## config.mk

```make
export PLATFORM = sky130hd
export DESIGN_NAME = mem_port_arbiter
export DESIGN_NICKNAME = d
export VERILOG_FILES = /design/src/rtl/mem_port_arbiter.sv
export SDC_FILE = /design/constraint.sdc
export NUM_CORES = 1
export LEC_CHECK = 0
export BUFFER_PORTS_ARGS = -buffer_cell sky130_fd_sc_hd__buf_4
export CORE_AREA = 2 2 109 111
export DETAILED_ROUTE_END_ITERATION = 10
export DIE_AREA = 0 0 111 113
export PLACE_DENSITY_LB_ADDON = 0.12
export SYNTH_ARGS = -nofsm -noshare
export SYNTH_HDL_FRONTEND = slang
export SYNTH_SLANG_ARGS = --single-unit
```

## constraint.sdc

```tcl
create_clock -name clk -period 2.15 [get_ports clk]
set_input_delay 0.215 -clock clk [delete_from_list [all_inputs] [get_ports clk]]
set_output_delay 0.215 -clock clk [all_outputs]
set_load 0.05 [all_outputs]
```

## src/rtl/mem_port_arbiter.sv

```systemverilog
// Arbitrates one memory port between instruction fetch and load/store, one transaction outstanding.
// Request registered one cycle after grant; mem_req_ready stalls hold it, response passes through same cycle.
module mem_port_arbiter #(
  parameter int ADDR_W       = 32,
  parameter int DATA_W       = 32,
  parameter int STARVE_LIMIT = 4
) (
  input  logic                clk,
  input  logic                rst,
  input  logic                if_req_valid,
  output logic                if_req_ready,
  input  logic [ADDR_W-1:0]   if_req_addr,
  output logic                if_rsp_valid,
  output logic [DATA_W-1:0]   if_rsp_data,
  input  logic                ls_req_valid,
  output logic                ls_req_ready,
  input  logic [ADDR_W-1:0]   ls_req_addr,
  input  logic                ls_req_we,
  input  logic [DATA_W-1:0]   ls_req_wdata,
  input  logic [DATA_W/8-1:0] ls_req_be,
  output logic                ls_rsp_valid,
  output logic [DATA_W-1:0]   ls_rsp_data,
  output logic                mem_req_valid,
  input  logic                mem_req_ready,
  output logic [ADDR_W-1:0]   mem_req_addr,
  output logic                mem_req_we,
  output logic [DATA_W-1:0]   mem_req_wdata,
  output logic [DATA_W/8-1:0] mem_req_be,
  input  logic                mem_rsp_valid,
  input  logic [DATA_W-1:0]   mem_rsp_data,
  output logic                busy
);
  localparam int BE_W = DATA_W / 8;
  localparam int SW   = $clog2(STARVE_LIMIT + 1);
  localparam logic [SW-1:0] LIMIT = SW'(STARVE_LIMIT);

  typedef enum logic [1:0] {ST_IDLE, ST_ISSUE, ST_WAIT_RESP} state_t;
  typedef enum logic {OWN_IF = 1'b0, OWN_LS = 1'b1} owner_t;
  typedef struct packed {
    logic [ADDR_W-1:0] addr;
    logic              we;
    logic [DATA_W-1:0] wdata;
    logic [BE_W-1:0]   be;
  } req_t;

  state_t        r_state;
  state_t        w_next_state;
  owner_t        r_owner;
  req_t          r_req;
  logic [SW-1:0] r_streak;
  logic          w_idle;
  logic          w_grant_if;
  logic          w_grant_ls;
  logic          w_rsp_fire;

  // Grants and response pulses are suppressed while reset is asserted so nothing is accepted and lost.
  assign w_idle     = (r_state == ST_IDLE) && !rst;
  assign w_grant_ls = w_idle && ls_req_valid && (!if_req_valid || (r_streak != LIMIT));
  assign w_grant_if = w_idle && if_req_valid && !w_grant_ls;
  assign w_rsp_fire = (r_state == ST_WAIT_RESP) && mem_rsp_valid && !rst;

  always_ff @(posedge clk) begin
    if (rst) begin
      r_state <= ST_IDLE;
    end else begin
      r_state <= w_next_state;
    end
  end

  always_comb begin
    w_next_state = r_state;
    case (r_state)
      ST_IDLE:      if (w_grant_if || w_grant_ls) w_next_state = ST_ISSUE;
      ST_ISSUE:     if (mem_req_ready) w_next_state = ST_WAIT_RESP;
      ST_WAIT_RESP: if (mem_rsp_valid) w_next_state = ST_IDLE;
      default:      w_next_state = ST_IDLE;
    endcase
  end

  always_comb begin
    if_req_ready  = w_grant_if;
    ls_req_ready  = w_grant_ls;
    mem_req_valid = (r_state == ST_ISSUE);
    busy          = (r_state != ST_IDLE);
    if_rsp_valid  = w_rsp_fire && (r_owner == OWN_IF);
    ls_rsp_valid  = w_rsp_fire && (r_owner == OWN_LS);
    if_rsp_data   = mem_rsp_data;
    ls_rsp_data   = mem_rsp_data;
  end

  assign mem_req_addr  = r_req.addr;
  assign mem_req_we    = r_req.we;
  assign mem_req_wdata = r_req.wdata;
  assign mem_req_be    = r_req.be;

  // Streak counts LS grants taken while fetch was waiting; it resets whenever fetch is not being passed over.
  always_ff @(posedge clk) begin
    if (rst) begin
      r_owner  <= OWN_IF;
      r_req    <= '0;
      r_streak <= '0;
    end else if (w_grant_ls) begin
      r_owner  <= OWN_LS;
      r_req    <= '{addr: ls_req_addr, we: ls_req_we, wdata: ls_req_wdata, be: ls_req_be};
      if (!if_req_valid) begin
        r_streak <= '0;
      end else if (r_streak != LIMIT) begin
        r_streak <= r_streak + SW'(1);
      end
    end else if (w_grant_if) begin
      r_owner  <= OWN_IF;
      r_req    <= '{addr: if_req_addr, we: 1'b0, wdata: {DATA_W{1'b0}}, be: {BE_W{1'b1}}};
      r_streak <= '0;
    end
  end

endmodule

```

==> Word-level counts from Yosys, hierarchy flattened <==
Cells that the tools add are included.
{ "totals": {"wordCells": 47, "out_inout_bits": 139, "ff_bits": 75, "input_bits": 139} }
{ "classes": {"bitwise": 1, "eq_ne": 7, "n_reduce_logical": 19, "addsub": 1, "muxes": 12} }
{ "op_table": {"columns": ["operator", "n"], "rows": [
  ["2-to-1 mux 69 bit", 2],
  ["2-to-1 mux 3 bit", 4],
  ["logical AND 1 bit", 9],
  ["2-to-1 mux 2 bit", 3],
  ["one-hot mux 2 bit (3 select lines)", 1],
  ["!= test 2 x 1 -> 1 bit, second input constant", 2],
  ["nonzero test 2 bit", 2],
  ["adder 3 x 1 -> 3 bit, second input constant", 1],
  ["zero test 1 bit", 3],
  ["!= test 3 x 2 -> 1 bit, second input constant", 1],
  ["!= test 3 bit, second input constant", 1],
  ["AND reduction 3 bit", 1],
  ["== test 2 x 1 -> 1 bit, second input constant", 1],
  ["== test 2 bit, second input constant", 1],
  ["zero test 2 bit", 1],
  ["logical OR 1 bit", 2],
  ["2-to-1 mux 1 bit", 2],
  ["!= test 2 bit, second input constant", 1],
  ["AND reduction 2 bit", 1],
  ["NOT 1 bit", 1]
]} }

==> Longest topological paths before layout <==
{ "logic_depth": {"depth_word": 9, "mapped_depth": 7, "ltp_nobuf": 6} }

==> Worst setup path after synthesis <==
OpenSTA, ideal clock, no wires.
{ "synth_path": {"path_type": "register to output", "start": "reg r_streak[0]", "end": "out if_req_ready", "required_ns": 1.935, "path_slack_ns": -0.082, "path_buffers": 1, "stages_incl_launch_ff": 8, "t_arrival_ns": 2.017, "path_cell_list": "dfxtp_1 inv_1 ha_1 nand3_1 nand2_1 buf_2 inv_1 nor2_1"} }
{ "synth_via": {"elab_chain_len": 5} }
{ "synth_lines": {"columns": ["element", "line", "rtl"], "rows": [
  ["start: declaration", "50", "logic [SW-1:0] r_streak;"],
  ["start signal: assignment", "108", "r_streak <= r_streak + SW'(1);"],
  ["!= test 3 bit", "58", "assign w_grant_ls = w_idle && ls_req_valid && (!if_req_valid || (r_streak != LIMIT));"],
  ["logical OR 1 bit", "58", null],
  ["logical AND 1 bit", "58", null],
  ["named net ls_req_ready", "16", "output logic ls_req_ready,"],
  ["zero test 1 bit", "59", "assign w_grant_if = w_idle && if_req_valid && !w_grant_ls;"],
  ["logical AND 1 bit", "59", null],
  ["end: declaration", "11", "output logic if_req_ready,"]
]} }
The timed path passes the listed nets, and every way through them passes these cells.

==> Worst setup path in the final report <==
{ "layout_path": {"start": "reg r_state[0]", "end": "out if_req_ready"} }
{ "layout_via": {"elab_chain_len": 6} }
{ "layout_lines": {"columns": ["element", "line", "rtl"], "rows": [
  ["start: declaration", "46", "state_t r_state;"],
  ["start signal: assignment", "66", "r_state <= w_next_state;"],
  ["zero test 2 bit *", "57", "assign w_idle = (r_state == ST_IDLE) && !rst;"],
  ["logical AND 1 bit *", "57", null],
  ["logical AND 1 bit (2 in series)", "58", null],
  ["zero test 1 bit", "59", null],
  ["logical AND 1 bit *", "59", null]
]} }
Mark *: on every way between the ends. The rest lies on a longest branch, timed or not.

==> reports/metrics.csv <==
stage;metric;value;unit
global_routing;track_usage;0.172;
place;portBuffers;181;
routing;wirelength;11200;microns
clock_tree;clkSlewWorstSetupHoldPaths;50;ps
routing;drc;0;
clock_tree;htreeDepth;3;
global_routing;grt_pass1_vias;3468;
place;place.gp.congestion;0.739;
sta;grt_setup_unrepaired;false;
layout;n_fill_cell;1102;
power_and_ir_drop;ir_drop;290;uV
critical_path;crit_slowest_cell;dfxtp_1;
synthesis;synth_edf_count;0;
sta;finalClockSkew;3.86;ps
synthesis;synth_commonest_cells;75 x dfxtp_1, 68 x nand2_1, 65 x buf_4;
place;dp_hpwl;7880;microns
sta;slew_violations;0;
synthesis;synth_flop_cell;dfxtp_1;
critical_path;crit_fanout;12;
worst_hold_path;hold_path.class;in2reg;
global_routing;overflow;0;
clock_tree;clockRootBuffer;clkbuf_16;
synthesis;synth_area;3790;sq um
routing;postRouteAntennaNets;0;
clock_tree;cts_sinks;75;
synthesis;yosys.cell_types.count;29;
synthesis;syn_avg_cell_area;8.33;sq um
global_routing;grt_pass1_wl;17400;microns
critical_path;cp-start-kind;flop;
critical_path;cp_data_required_time;1930;ps
critical_path;path_common_cell;buf_4;
sta;period_share;0.913;
floorplan;io_pins;278;
run;max-cap-violations;0;
synthesis;synth_top_area_share;0.396;
layout;fin_nets;697;
synthesis;synthArstFlopShare;0;
synthesis;synth_top_family_by_area;compound AO/OA/AOI/OAI gates;
synthesis;synth-adder-area-share;0.00660;
clock_tree;clk-insertion-delay-late;320;ps
synthesis;synth-simple-area-share;0.195;
sta;slew_headroom;0.564;
synthesis;synth_area_leaders;dfxtp_1 40%, buf_4 13%, a311oi_2 7.5%;
layout;finalNonFillerCells;704;
layout;drive_gt1_frac;0.430;
synthesis;synth_fp_nets;596;
layout;diodes;0;
power_and_ir_drop;p_leak;2.13;nW
synthesis;synth_xor_area_frac;0;
place;dpl.cell_count;688;
synthesis;synth_top_area_cell;dfxtp_1;
floorplan;dieArea;12500;sq um
sta;max_freq;510;MHz
power_and_ir_drop;design_power_total;4.03;mW
sta;fin_tns_setup;0;ps
critical_path;critical_path_class;reg2out;
synthesis;ys_warn_count;0;
sta;min_period;1960;ps
synthesis;ys_ff_latch;75;
floorplan;start_util;0.336;
sta;worst_slew_pin_slew;654;ps
clock_tree;cts_buffers;9;
sta;fin_hold_ws;151;ps
routing;routedWlPerCell;15.9;microns
routing;dr_total_vias;3551;
synthesis;synth_most_common_cell;dfxtp_1;
power_and_ir_drop;power_density;791;nW/um^2
outcome;status;completed;
global_routing;grt_max_degree;37;
sta;hold_viol_final;0;
synthesis;synth.area.mux_share;0;
routing;via_per_inst;5.04;
synthesis;synth_compound_area_frac;0.220;
critical_path;cp_data_arrival_time;1750;ps
floorplan;core;11300;sq um
routing;dr.pass1.iters;4;
clock_tree;cts_setup_buffers;0;
critical_path;cp-end-kind;output pin;
critical_path;crit_path_cell_trace;buf_4 > nor4b_4 > nand2_2 > inv_1 > nor2_2 > buf_4;
clock_tree;cts_tree;built;
floorplan;fp.dieH;113;microns
layout;syn_to_final_growth;34.4;%
floorplan;rows;39;
floorplan;die-width;111;microns
clock_tree;clockBufferDepth;2;
global_routing;antenna_found_initial;0;
layout;final_util;0.452;
routing;drtIter0Drc;201;
critical_path;slowest_delay;320;ps
synthesis;seq_area_frac_synth;0.396;
sta;setup-violations-final;0;
synthesis;synth_cells;455;
-- per-layer routing --
layer | global-route usage | vias up | routed length [microns]
met1 | 0.205 | 1628 | 4840
met2 | 0.274 | 160 | 5090
met3 | 0.0627 | 26 | 980
met4 | 0.0833 | 0 | 267
li1 | - | 1737 | -
met5 | 0 | - | 0
-- registers in the layout, indices dropped and copies added, names as in the netlist --
signal and flops:
mem_req_addr 32, mem_req_be 4, mem_req_wdata 32, mem_req_we 1
r_owner 1, r_state 2, r_streak 3
-- metrics by stage --
step / setup slack, ps / cell area [sq um]
after floorplan: 133 / 3790
after global placement: 336 / 4800
after detailed placement: 298 / 4800
after CTS: 137 / 5090
after global routing: 56.9 / 5090
final: 188 / 5090
-- repair_timing --
action	CTS	global route
setup endpoints to repair	1	0
resized for setup	1	0
hold buffers	0	0
-- cell families after synthesis --
family | after synthesis
AO/OA/AOI/OAI | 112
adder cells (fa/ha/maj) | 2
buffers and inverters | 112
flip-flops | 75
AND/OR/NAND/NOR | 154
-- critical path, delay by kind of cell, from the launching register on --
kind                   cells  cell delay, ps
buffers and inverters      3             520
flip-flops                 1             320
AND/OR/NAND/NOR            3             580
-- placed cells by master, fill, tap and decap left out, types with 2 or more instances in the layout --
cell / n
nand2_1: 67
a311oi_1: 13
ha_1: 2
a31oi_1: 2
buf_4: 196
a311oi_2: 19
nor2_1: 5
nor3_1: 32
a21oi_1: 37
inv_1: 5
o21ai_0: 35
clkbuf_1: 2
o221a_2: 4
nor2_2: 2
clkbuf_8: 4
clkbuf_16: 9
dfxtp_1: 75
nor4b_4: 2
nand3_1: 34
and3_1: 2
-- power breakdown --
part	switching [mW]	internal, mW
logic	0.644	0.382
clock network	0.548	0.907
registers	0.0575	1.49
total	1.25	2.78
-- area by class of cell --
| type | count | area (sq um) | share of cell area |
|---|---|---|---|
| flip-flops and latches | 75 | 1500 | 0.295 |
| multi-input cells | 268 | 1610 | 0.316 |
| clock buffers | 15 | 288 | 0.0565 |
| clock inverters | 1 | 5.00 | 0.000983 |
| repair buffers | 197 | 1490 | 0.293 |
| well taps | 143 | 179 | 0.0351 |
| inverters | 5 | 18.8 | 0.00368 |
-- final timing paths --
check / startpoint / end / slack [ps] / cells past startpoint
worst max-delay path: r_state[0] / if_req_ready / 190 / 6
worst min-delay path: mem_req_ready / r_state[1] / 150 / 3
worst max register to register: r_state[0] / mem_req_wdata[14] / 330 / 5
worst min register to register: mem_req_wdata[19] / mem_req_wdata[19] / 470 / 2
No activity file was read; power rests on OpenSTA's default activity.
